$ cat src/rtl/xor_share_arbiter.sv
// Shares one registered XOR datapath between N requesters with round-robin grant.
// Define XOR_SHARE_ARBITER_FIXED_PRIO_EN for fixed lowest-index-wins priority.
module xor_share_arbiter #(
  parameter int unsigned N     = 4,
  parameter int unsigned WIDTH = 8,
  parameter int unsigned CNT_W = 16
) (
  input  logic                   clk,
  input  logic                   rst_n,
  input  logic [N-1:0]           req_valid,
  input  logic [N*WIDTH-1:0]     req_a,
  input  logic [N*WIDTH-1:0]     req_b,
  output logic [N-1:0]           req_ready,
  output logic [N-1:0]           resp_valid,
  output logic [WIDTH-1:0]       resp_data,
  input  logic [N-1:0]           resp_ready,
  output logic [$clog2(N)-1:0]   grant_id,
  output logic                   busy,
  output logic [CNT_W-1:0]       op_count
);

  localparam int unsigned IDW = $clog2(N);

  typedef enum logic [1:0] {IDLE, EXEC, RESP} state_t;

  state_t             state_q, state_d;
  logic [WIDTH-1:0]   a_q, b_q, res_q;
  logic [IDW-1:0]     grant_q;
  logic [N-1:0]       resp_valid_q;
  logic [CNT_W-1:0]   cnt_q;

  logic               win_found;
  logic [IDW-1:0]     win_idx;
  logic [WIDTH-1:0]   win_a, win_b;

`ifdef XOR_SHARE_ARBITER_FIXED_PRIO_EN
  // Lowest asserted index wins; scanning downward leaves the lowest as the final assignment.
  always_comb begin
    win_found = 1'b0;
    win_idx   = '0;
    for (int i = N - 1; i >= 0; i--) begin
      if (req_valid[i]) begin
        win_found = 1'b1;
        win_idx   = IDW'(i);
      end
    end
  end
`else
  logic [IDW-1:0] ptr_q;

  // First valid after ptr with wrap; scanning distances downward keeps the nearest one.
  always_comb begin
    int unsigned j;
    win_found = 1'b0;
    win_idx   = '0;
    for (int unsigned k = N; k >= 1; k--) begin
      j = (32'(ptr_q) + k) % N;
      if (req_valid[j]) begin
        win_found = 1'b1;
        win_idx   = IDW'(j);
      end
    end
  end

  always_ff @(posedge clk) begin
    if (!rst_n) begin
      ptr_q <= IDW'(N - 1);
    end else if (state_q == RESP && resp_ready[grant_q]) begin
      ptr_q <= grant_q;
    end
  end
`endif

  // Operand mux for the winning requester.
  always_comb begin
    win_a = '0;
    win_b = '0;
    for (int unsigned i = 0; i < N; i++) begin
      if (IDW'(i) == win_idx) begin
        win_a = req_a[i*WIDTH +: WIDTH];
        win_b = req_b[i*WIDTH +: WIDTH];
      end
    end
  end

  // Next state and same-cycle accept strobe; no accept while reset is asserted.
  always_comb begin
    state_d   = state_q;
    req_ready = '0;
    case (state_q)
      IDLE: begin
        if (win_found && rst_n) begin
          req_ready[win_idx] = 1'b1;
          state_d            = EXEC;
        end
      end
      EXEC:    state_d = RESP;
      RESP:    if (resp_ready[grant_q]) state_d = IDLE;
      default: state_d = IDLE;
    endcase
  end

  always_ff @(posedge clk) begin
    if (!rst_n) begin
      state_q      <= IDLE;
      a_q          <= '0;
      b_q          <= '0;
      res_q        <= '0;
      grant_q      <= '0;
      resp_valid_q <= '0;
      cnt_q        <= '0;
    end else begin
      state_q <= state_d;
      case (state_q)
        IDLE: begin
          if (win_found) begin
            a_q     <= win_a;
            b_q     <= win_b;
            grant_q <= win_idx;
          end
        end
        EXEC: begin
          res_q        <= a_q ^ b_q;
          resp_valid_q <= N'(1) << grant_q;
        end
        RESP: begin
          if (resp_ready[grant_q]) begin
            resp_valid_q <= '0;
            cnt_q        <= cnt_q + CNT_W'(1);
          end
        end
        default: ;
      endcase
    end
  end

  assign resp_valid = resp_valid_q;
  assign resp_data  = res_q;
  assign grant_id   = grant_q;
  assign busy       = (state_q != IDLE);
  assign op_count   = cnt_q;

endmodule

$ cat config.mk
export PLATFORM = sky130hd
export DESIGN_NAME = xor_share_arbiter
export DESIGN_NICKNAME = d
export VERILOG_FILES = /design/src/rtl/xor_share_arbiter.sv
export SDC_FILE = /design/constraint.sdc
export NUM_CORES = 1
export LEC_CHECK = 0
export BUFFER_PORTS_ARGS = -buffer_cell sky130_fd_sc_hd__buf_2
export CAP_MARGIN = 5
export CORE_UTILIZATION = 48
export DETAILED_ROUTE_END_ITERATION = 10
export PLACE_DENSITY_LB_ADDON = 0.05
export SETUP_SLACK_MARGIN = 0.1
export SLEW_MARGIN = 30
export SYNTH_ARGS = -nofsm -noshare
export SYNTH_HDL_FRONTEND = slang
export SYNTH_SLANG_ARGS = --single-unit
$ cat constraint.sdc
create_clock -name clk -period 2.2 [get_ports clk]
set_input_delay 0.44 -clock clk [delete_from_list [all_inputs] [get_ports clk]]
set_output_delay 0.44 -clock clk [all_outputs]
set_load 0.01 [all_outputs]
==> qor_table.md <==
| Item | Reported |
| --- | --- |
| Area used by multi-input combinational logic | 1620 um2 |
| Diode count | 0 |
| Worst hold path stage count | 3 |
| Internal power of the cells | 0.001505 W |
| Data required time at the worst endpoint | 1.76 ns |
| Total GRT Usage | 22.05% |
| Final core utilization | 67.37% |
| Num ports | 109 |
| Dominant cell type by area after synthesis | sky130_fd_sc_hd__dfxtp_1 |
| Overall overflow remaining after global route | 0 |
| Area growth from synthesis to layout | 31.41% |
| Skew-Pair Late Insertion Delay | 0.30 ns |
| Fraction of the yosys area taken by sequential cells | 37.28% |
| Wire length of the first global-routing pass | 10.52 mm |
| CTS tree | built |
| Maximum root-to-sink buffer count | 2 |
| Average via count per standard cell | 5.232 |
| Largest fanout on the critical path | 4 |
| Global placement routability congestion | 0.8232 |
| Number of detailed-routing iterations run before antenna repair | 4 |
| Total of warnings raised by yosys | 0 |
| Total power density per cell area | 598.2 nW/um2 |
| Share of the clock period used by the worst path | 95.36% |
| Share of layout cells above drive strength 1 | 35.66% |
| Count of port buffers added during placement | 108 |
| # H-tree levels | 2 |
| Initial core utilization | 51.27% |
| Top flip-flop cell by instance count after synthesis | sky130_fd_sc_hd__dfxtp_1 |
| Fraction of power consumed by combinational cells | 25.6% |
| Syn Std Cell Area | 2685 um2 |
| Clock group share of total power | 25.3% |
| Leading cell type in the layout, fill and taps excluded | sky130_fd_sc_hd__buf_2 |
| RSZ-0062 raised after global routing | true |
| Min-Delay Path Class | in -> reg |
| Switching part of the total | 28.72% |
| Average wire per standard cell | 12.91 um |
| Number of distinct library cells after synthesis | 42 |
| Pin count of the biggest net entering global routing | 37 |
| DIE HEIGHT | 76.79 um |
| Area taken by flip-flops and latches | 1005 um2 |
| Max-slew violation count | 0 |
| Post-synthesis instance total | 314 |
| Commonest cells after routing, fill and taps aside | 108 x sky130_fd_sc_hd__buf_2, 49 x sky130_fd_sc_hd__dfxtp_1, 40 x sky130_fd_sc_hd__nand2_1 |
| Run status | complete, no violations |
| Max-Cap Viols | 0 |
| Worst-margin pin slew | 0.6849 ns |
| Placement-stage worst setup slack | 0.07638 ns |
| Static power due to leakage | 1.733 nW |
| Seq pwr share | 49.1% |
| Antenna violations before repair | 0 |
| Arrival time reported for the critical path endpoint | 1.66 ns |
| DRT antenna net count | 0 |
| Synth async-reset ratio | 0% |
| Synth area leaders | sky130_fd_sc_hd__dfxtp_1 37%, sky130_fd_sc_hd__mux2i_1 7.1%, sky130_fd_sc_hd__nand2_1 5.9%, sky130_fd_sc_hd__a21boi_0 4.8%, sky130_fd_sc_hd__o211ai_1 4.2% |
| Setup slack of the critical path after layout | 0.1022 ns |
| Critical Path Sink Type | output port |
| Number of flops mapped to enable cells by yosys | 0 |
| Clock net sink count | 50 |
| Number of core rows | 26 |
| Net switching power figure | 0.0006062 W |
| Die area | 5897 um2 |
| Core Footprint | 5238 um2 |
| Filler Cells Inserted | 458 |
| Number of nets produced by synthesis | 389 |
| Final critical path time including I/O delays and setup | 2.098 ns |
| DPL Wire Length | 4.926 mm |
| CTS buffer count | 5 |
| Highest attainable clock frequency | 0.4767 GHz |
| Via count of the first global-routing pass | 2377 |
| DR DRC count | 0 |
| Vias | 2611 |
| Type of element launching the critical path | flip-flop |
| Synthesized flop and latch total | 50 |
| Die X | 76.79 um |
| Starting DRC count in detailed routing | 133 |
| Placed Cells | 485 |
| Clock input transition at the sequential cells of the worst setup and hold paths | 0.08 ns |
| Cell chosen for the clock root | sky130_fd_sc_hd__clkbuf_8 |
| Largest clock skew in the final design | 0.005090 ns |
| Post-route non-filler standard cell count | 499 |
| Syn_area_per_cell | 8.551 um2 |
| Final setup viols | 0 |
| Maximum VDD drop | 0.0002674 V |
| Fin nets | 503 |
| Number of cell instances on the worst register-to-register path | 6 |
| Hold violation total from the final report | 0 |
| Max transition margin | 54.26% |
| Sum of routed wire length over all layers | 6.443 mm |
| Share of the synthesized area in the top cell type | 37.28% |
| Kind of critical path | reg -> out |
| Setup slack of the most critical reg-to-reg path | 0.26 ns |
==> timing repair <==
item / in CTS / in global routing
buffers inserted: 4 / 2
endpoints found under the setup margin: 4 / 4
pin swaps: 2 / 2
gates resized for setup: 8 / 9
hold buffers: 0 / 0
==> critical path, cell delays in order (launching register included) <==
cell and delay [ns]:
sky130_fd_sc_hd__dfxtp_4 0.39, sky130_fd_sc_hd__mux2i_2 0.23, sky130_fd_sc_hd__o22ai_2 0.11, sky130_fd_sc_hd__a21o_1 0.21, sky130_fd_sc_hd__buf_6 0.14, sky130_fd_sc_hd__nor3_4 0.12, sky130_fd_sc_hd__buf_2 0.16
==> synth_stat cells (2+ instances only) <==
master	instances
sky130_fd_sc_hd__clkbuf_1	14
sky130_fd_sc_hd__dfxtp_1	50
sky130_fd_sc_hd__xor2_1	10
sky130_fd_sc_hd__a31oi_1	4
sky130_fd_sc_hd__and3_1	14
sky130_fd_sc_hd__mux2i_1	19
sky130_fd_sc_hd__nand2b_1	2
sky130_fd_sc_hd__xnor2_1	12
sky130_fd_sc_hd__inv_1	8
sky130_fd_sc_hd__a21boi_0	17
sky130_fd_sc_hd__nor3b_1	5
sky130_fd_sc_hd__buf_2	5
sky130_fd_sc_hd__o21ai_0	16
sky130_fd_sc_hd__nand4_1	2
sky130_fd_sc_hd__nor3_1	9
sky130_fd_sc_hd__o221ai_1	2
sky130_fd_sc_hd__nand2_1	42
sky130_fd_sc_hd__and2_1	16
sky130_fd_sc_hd__o211a_1	8
sky130_fd_sc_hd__nand3_1	10
sky130_fd_sc_hd__o211ai_1	15
sky130_fd_sc_hd__nor2b_1	5
sky130_fd_sc_hd__nor4_1	4
sky130_fd_sc_hd__nor2_1	7
==> cell type report <==
type | instances | share of cell area (%)
clock buffers | 7 | 2.447
clock inverters | 1 | 0.1418
inverters | 8 | 0.8511
multi-input cells | 235 | 45.92
flip-flops and latches | 50 | 28.48
well taps | 70 | 2.482
repair buffers | 128 | 19.68
==> logic make-up after synthesis <==
family          count (synthesis)  share of synthesized area (%)
flops                          50                          37.28
simple gates                  123                          24.09
buf+inv                        29                          4.706
xor+xnor                       22                          7.176
compound gates                 69                          18.36
fa+ha+maj                       1                         0.4659
mux                            20                          7.922
==> flip-flops by register name, indices dropped and copies added (netlist names) <==
name / flops
grant_id: 2
resp_valid: 4
op_count: 16
a_q: 8
resp_data: 8
b_q: 8
state_q: 2
ptr_q: 2
==> final timing paths <==
check,from,to
worst max-delay path,ptr_q[1],req_ready[2]
worst min-delay path,rst_n,state_q[0]
worst min register to register,resp_data[7],resp_data[7]
worst max register to register,state_q[0],a_q[2]
==> through the flow <==
| stage | total power, W | hold slack (ns) | area [um2] | setup TNS, ns |
|---|---|---|---|---|
| after floorplan | 0.001373 | 0.4740 | 2685 | 0 |
| after global placement | 0.001555 | 0.4678 | 3328 | -3.122 |
| after detailed placement | 0.001565 | 0.4852 | 3333 | 0 |
| after CTS | 0.002106 | 0.4327 | 3483 | 0 |
| after global routing | 0.002229 | 0.4361 | 3528 | 0 |
| final | 0.002111 | 0.4348 | 3528 | 0 |
==> metal layers <==
metal | track usage [%] | up-vias | routed length, um
met5 | 0 | - | 0
met4 | 6.923 | 0 | 87
met3 | 4.405 | 7 | 362
met2 | 36.25 | 104 | 2917
met1 | 28.81 | 1160 | 3076
li1 | - | 1340 | -
==> power groups by stage <==
stage,registers [W],logic (W),clock network [W]
after CTS,0.00104,0.000522,0.000547
final,0.00104,0.000539,0.000535
after global placement,0.00106,0.000500,0
after detailed placement,0.00106,0.000505,0
after global routing,0.00105,0.000597,0.000585
after floorplan,0.00107,0.000308,0
Power figures use the tool's default switching activity.
